**config.mk**
```make
export PLATFORM = sky130hd
export DESIGN_NAME = uart_cmd_rx
export DESIGN_NICKNAME = d
export VERILOG_FILES = /design/src/rtl/uart_cmd_pkg.sv /design/src/rtl/ascii_hex_decode.sv /design/src/rtl/uart_cmd_rx.sv
export SDC_FILE = /design/constraint.sdc
export NUM_CORES = 1
export LEC_CHECK = 0
export CAP_MARGIN = 40
export CORE_MARGIN = 1
export CORE_UTILIZATION = 50
export CTS_CLUSTER_DIAMETER = 150
export DETAILED_ROUTE_END_ITERATION = 8
export PLACE_DENSITY = 0.72
export SLEW_MARGIN = 40
export SYNTH_ARGS = -nofsm -noshare
export SYNTH_HDL_FRONTEND = slang
export SYNTH_SLANG_ARGS = --single-unit
export TNS_END_PERCENT = 20
```
**constraint.sdc**
```tcl
create_clock -name clk_48mhz -period 5.4 [get_ports clk_48mhz]
set_input_delay 1.62 -clock clk_48mhz [delete_from_list [all_inputs] [get_ports clk_48mhz]]
set_output_delay 1.62 -clock clk_48mhz [all_outputs]
set_load 0.02 [all_outputs]
```
**src/rtl/uart_cmd_pkg.sv**
```systemverilog
// Shared types and helpers for the UART command parser.
// State encoding, ASCII constants and a hex-digit classifier.
package uart_cmd_pkg;

  typedef enum logic [2:0] {
    S_IDLE,
    S_ADDR_HI,
    S_ADDR_LO,
    S_DATA_HI,
    S_DATA_LO,
    S_EOL,
    S_EXEC,
    S_ERR
  } state_t;

  localparam logic [7:0] CH_CR = 8'h0d;
  localparam logic [7:0] CH_LF = 8'h0a;
  localparam logic [7:0] CH_SP = 8'h20;
  localparam logic [7:0] CH_WU = 8'h57;
  localparam logic [7:0] CH_WL = 8'h77;
  localparam logic [7:0] CH_RU = 8'h52;
  localparam logic [7:0] CH_RL = 8'h72;

  // Returns {is_hex, nibble}; letters map via low nibble + 9.
  function automatic logic [4:0] hex_nib(input logic [7:0] c);
    logic [4:0] r;
    r = '0;
    if (c >= 8'h30 && c <= 8'h39)
      r = {1'b1, c[3:0]};
    else if ((c >= 8'h41 && c <= 8'h46) ||
             (c >= 8'h61 && c <= 8'h66))
      r = {1'b1, c[3:0] + 4'd9};
    return r;
  endfunction

endpackage

```
**src/rtl/ascii_hex_decode.sv**
```systemverilog
// Combinational ASCII hex digit decoder.
// Ports: ch (byte in), valid (is hex digit), nibble (value).
module ascii_hex_decode
  import uart_cmd_pkg::*;
(
  input  logic [7:0] ch,
  output logic       valid,
  output logic [3:0] nibble
);

  assign {valid, nibble} = hex_nib(ch);

endmodule

```
**src/rtl/uart_cmd_rx.sv**
```systemverilog
// Line-oriented ASCII hex command parser (W aadd / R aa).
// Ports: byte stream in (valid/ready), wr/rd strobes, cmd_err, err_count.
module uart_cmd_rx
  import uart_cmd_pkg::*;
#(
  parameter int unsigned TIMEOUT_CYCLES = 48000000,
  parameter int unsigned ERR_CNT_W      = 8
) (
  input  logic                 clk_48mhz,
  input  logic                 reset,
  input  logic [7:0]           in_data,
  input  logic                 in_valid,
  output logic                 in_ready,
  output logic                 wr_en,
  output logic                 rd_en,
  output logic [7:0]           addr,
  output logic [7:0]           wr_data,
  output logic                 cmd_err,
  output logic [ERR_CNT_W-1:0] err_count,
  output logic                 busy
);

  localparam int TW =
    (TIMEOUT_CYCLES > 1) ? $clog2(TIMEOUT_CYCLES) : 1;
  localparam logic [TW-1:0] TMO_LAST =
    TW'(TIMEOUT_CYCLES - 1);
  localparam bit TMO_ON = (TIMEOUT_CYCLES != 0);

  state_t        state_q, state_d;
  logic          is_wr_q, is_wr_d;
  logic [7:0]    addr_sh_q, addr_sh_d;
  logic [7:0]    data_sh_q, data_sh_d;
  logic [TW-1:0] tmo_q;
  logic          err_set;
  logic          is_hex;
  logic [3:0]    nib;

  ascii_hex_decode u_hex (
    .ch     (in_data),
    .valid  (is_hex),
    .nibble (nib)
  );

  wire acc     = in_valid & in_ready;
  wire is_term = (in_data == CH_CR) || (in_data == CH_LF);
  wire is_w    = (in_data == CH_WU) || (in_data == CH_WL);
  wire is_r    = (in_data == CH_RU) || (in_data == CH_RL);
  wire is_sp   = (in_data == CH_SP);

  // Silence is only timed while a line is open.
  wire counting = (state_q != S_IDLE) &&
                  (state_q != S_EXEC);
  // An accepted byte beats an expiring timer.
  wire tmo_hit  = TMO_ON && counting && !acc &&
                  (tmo_q == TMO_LAST);

  assign in_ready = !reset && (state_q != S_EXEC);
  assign busy     = (state_q != S_IDLE);

  always_comb begin
    state_d   = state_q;
    is_wr_d   = is_wr_q;
    addr_sh_d = addr_sh_q;
    data_sh_d = data_sh_q;
    err_set   = 1'b0;
    if (tmo_hit) begin
      state_d = S_IDLE;
      err_set = 1'b1;
    end else if (state_q == S_EXEC) begin
      state_d = S_IDLE;
    end else if (acc) begin
      unique case (state_q)
        S_IDLE: begin
          unique case (1'b1)
            is_w: begin
              state_d = S_ADDR_HI;
              is_wr_d = 1'b1;
            end
            is_r: begin
              state_d = S_ADDR_HI;
              is_wr_d = 1'b0;
            end
            (is_term || is_sp): ;
            default: state_d = S_ERR;
          endcase
        end
        S_ADDR_HI, S_ADDR_LO: begin
          if (is_hex) begin
            addr_sh_d = {addr_sh_q[3:0], nib};
            if (state_q == S_ADDR_HI)
              state_d = S_ADDR_LO;
            else
              state_d = is_wr_q ? S_DATA_HI : S_EOL;
          end else if (is_term) begin
            // Short line: report without detouring via ERR.
            state_d = S_IDLE;
            err_set = 1'b1;
          end else begin
            state_d = S_ERR;
          end
        end
        S_DATA_HI, S_DATA_LO: begin
          if (is_hex) begin
            data_sh_d = {data_sh_q[3:0], nib};
            state_d   = (state_q == S_DATA_HI) ?
                        S_DATA_LO : S_EOL;
          end else if (is_term) begin
            state_d = S_IDLE;
            err_set = 1'b1;
          end else begin
            state_d = S_ERR;
          end
        end
        S_EOL:
          state_d = is_term ? S_EXEC : S_ERR;
        S_ERR: begin
          if (is_term) begin
            state_d = S_IDLE;
            err_set = 1'b1;
          end
        end
        default: state_d = S_IDLE;
      endcase
    end
  end

  always_ff @(posedge clk_48mhz) begin
    if (reset) begin
      state_q   <= S_IDLE;
      is_wr_q   <= 1'b0;
      addr_sh_q <= '0;
      data_sh_q <= '0;
      tmo_q     <= '0;
    end else begin
      state_q   <= state_d;
      is_wr_q   <= is_wr_d;
      addr_sh_q <= addr_sh_d;
      data_sh_q <= data_sh_d;
      if (acc || !counting || tmo_hit || !TMO_ON)
        tmo_q <= '0;
      else
        tmo_q <= tmo_q + 1'b1;
    end
  end

  // Strobes register the EXEC entry so they line up with it.
  always_ff @(posedge clk_48mhz) begin
    if (reset) begin
      wr_en     <= 1'b0;
      rd_en     <= 1'b0;
      addr      <= '0;
      wr_data   <= '0;
      cmd_err   <= 1'b0;
      err_count <= '0;
    end else begin
      wr_en   <= (state_d == S_EXEC) && is_wr_q;
      rd_en   <= (state_d == S_EXEC) && !is_wr_q;
      cmd_err <= err_set;
      if (state_d == S_EXEC) begin
        addr <= addr_sh_q;
        if (is_wr_q)
          wr_data <= data_sh_q;
      end
      if (err_set && (err_count != '1))
        err_count <= err_count + 1'b1;
    end
  end

endmodule
```
==> results by group <==
Yosys
  • Cells after Synth: 423
  • Area leader, netlist: dfxtp_1
  • Post-synthesis register bit count: 73
  • Post-synth top flop: dfxtp_1
  • Synth top area cells: dfxtp_1 (40%), nor2_1 (6.4%), a21oi_1 (4.4%)
  • Sequential share of the synthesized area: 40.0%
  • Synth async-reset ratio: 0%
  • Mapped Nets: 440
  • Avg Cell Area, Syn: 8.65 um2
  • Synth Cell Area: 0.00366 mm2
  • Cell variety after synth: 67
  • Synth warnings: 0
  • Post-synth EDFFs: 0
  • Share of the synthesized area in the top cell type: 40.0%

Clocking
  • CTS HTree Levels: 3
  • CTS max path bufs: 2
  • CTS Buf Count: 9
  • Post-CTS Resized: 0
  • CTS tree: done
  • Skew-Pair Late Insertion Delay: 340 ps
  • CTS Sinks: 73
  • Setup bufs post-CTS: 0
  • CTS Hold Buffers Added: 0
  • Clock-pin slew on the worst setup and hold paths: 80 ps
  • Root buf cell: clkbuf_8

Global route
  • Vias in the first global route: 2881
  • Initial antenna violation count: 0
  • Grt ovf: 0
  • Tot GR Track Use: 22.1%
  • First-pass GRT wire length: 13300 um
  • Largest net degree at the start of global routing: 54

Placed design
  • IO buf count: 39
  • Placer Congestion: 0.839
  • DPL Wire Length: 5370 um

Routing
  • Total Routed Length: 7980 um
  • Remaining DRCs: 0
  • Vias: 3139
  • Iter 0 DRT Violations: 222
  • Via/cell ratio: 5.66
  • Routed Antenna Nets: 0
  • Wire length per cell: 14.4 um
  • Pre-Repair DR Iteration Count: 4

STA
  • Relative slew slack: 55.1%
  • F_max: 236 MHz
  • Tcrit/Tclk final: 78.5%
  • Setup TNS: 0 ps
  • Pins Over Slew Limit: 0
  • # setup viols final: 0
  • Period minus WS final: 4240 ps
  • Setup Skew: 6.93 ps
  • RSZ-0062 raised after global routing: false
  • Final Hold Vio Count: 0
  • Slew @ Worst Pin: 669 ps

Setup path
  • CP Launch Type: input pin
  • Critical Path RT: 5670 ps
  • Endpoint class of the critical path: flip-flop
  • CP Max Fanout: 9
  • Critical Path AT: 4510 ps
  • Worst setup path category: input pin to flip-flop

Power and ir drop
  • Pwr per Cell Area: 252 mW/mm2
  • LEAKAGE: 1.49 nW
  • Worst VDD drop: 0.153 mV

Floorplanning
  • Die Ht: 87.5 um
  • Initial core utilization: 52.7%
  • Core Area: 0.00694 mm2
  • Std cell rows: 30
  • Die X: 87.5 um
  • Die area: 0.00766 mm2
  • # IOs: 40

Final layout
  • Syn-to-layout area delta: 15.4%
  • Util after Layout: 60.8%
  • Fraction of layout instances using a drive strength above 1: 8.93%
  • Final #Nets: 472
  • # fillers: 630
  • Ant diodes: 0

Status
  • Status: finished, final reports clean

Min path
  • Worst Hold Class: flip-flop to flip-flop

Run
  • MaxCap Viol Count: 0
synth_stat cells (3+ instances only):
| master | n |
|---|---|
| mux2_2 | 6 |
| clkbuf_1 | 11 |
| nand2b_1 | 3 |
| nor4_1 | 6 |
| xor2_1 | 14 |
| mux2i_1 | 13 |
| o21ai_0 | 26 |
| nor2b_1 | 5 |
| nor3_1 | 4 |
| nand4_1 | 24 |
| xnor2_1 | 11 |
| ha_1 | 6 |
| dfxtp_1 | 73 |
| or3_1 | 4 |
| buf_6 | 3 |
| nand2_1 | 21 |
| nor2_1 | 62 |
| nand3_1 | 23 |
| a21oi_1 | 32 |
| and3_1 | 6 |
| inv_1 | 15 |
path summary, 6_finish.rpt:
path,startpoint,to,slack [ps],cells past startpoint
worst min-delay path,tmo_q[0],tmo_q[0],460,1
worst max register to register,state_q[0],err_count[5],2550,7
worst max-delay path,in_data[0],wr_data[2],1160,9
worst min register to register,tmo_q[0],tmo_q[0],460,1
worst max-delay path, cell delays in order:
cell,delay (ps)
clkdlybuf4s50_1,580
ha_1,260
o21bai_1,120
a211oi_1,610
o21ai_0,250
a21o_1,210
o211ai_1,510
o21ai_0,210
a21oi_1,150
cells in the final DEF (no fill, tap or decap), types with 3 or more instances in the layout:
cell type | Yosys | final
nand2b_1 | 3 | 3
inv_1 | 15 | 15
o21ai_0 | 26 | 26
nor4_1 | 6 | 6
xor2_1 | 14 | 14
and3_1 | 6 | 6
a21oi_1 | 32 | 32
nor2b_1 | 5 | 5
nand2_1 | 21 | 20
nand3_1 | 23 | 23
mux2i_1 | 13 | 13
nand4_1 | 24 | 24
ha_1 | 6 | 6
mux2_2 | 6 | 6
nor3_1 | 4 | 4
dfxtp_1 | 73 | 73
clkinv_2 | 0 | 3
or3_1 | 4 | 4
xnor2_1 | 11 | 11
clkdlybuf4s50_1 | 0 | 38
clkbuf_8 | 1 | 9
nor2_1 | 62 | 62
kinds of logic after synthesis:
family	synth area share [%]
compound gates	15.7
xor+xnor	5.99
fa+ha+maj	2.05
buf+inv	5.30
flops	40.0
mux	5.41
simple gates	25.6
routing by layer:
| layer | GRT usage, % | wire length (um) | vias up |
|---|---|---|---|
| met5 | 0 | 0 | - |
| met4 | 8.64 | 125 | 0 |
| met3 | 4.55 | 419 | 13 |
| met2 | 34.6 | 3440 | 75 |
| met1 | 30.0 | 3990 | 1466 |
| li1 | - | - | 1585 |
final cells by class:
cell class                      count  area (um2)  share of cell area [%]
Clock inverter                      6        60.1                    1.42
Inverter                           15        56.3                    1.33
Sequential cell                    73        1460                    34.6
Multi-Input combinational cell    316        2000                    47.5
Tap cell                           96         120                    2.85
Clock buffer                        9         124                    2.94
Timing Repair Buffer               40         393                    9.31
power by group:
group / switching [mW] / total (mW) / internal [mW]
Combinational: 0.0675 / 0.105 / 0.0372
Clock: 0.203 / 0.411 / 0.208
Sequential: 0.00815 / 0.549 / 0.541
Total: 0.279 / 1.07 / 0.787
metrics by stage:
stage,power (mW),setup WS [ps],std cells,cell area [um2],hold slack (ps)
global route,1.11,899,555,4220,486
global placement,0.663,952,540,4030,439
CTS,1.07,1200,555,4220,466
floorplan,0.641,1390,423,3660,430
detailed placement,0.665,885,540,4030,449
finish,1.07,1160,555,4220,463
flip-flops by register name (all words and copies together), names as in the netlist:
signal and count:
data_sh_q 8, wr_en 1, wr_data 8, is_wr_q 1
tmo_q 26, addr 8, addr_sh_q 8, err_count 8
cmd_err 1, rd_en 1, state_q 3
(Power assumes the default switching activity.)
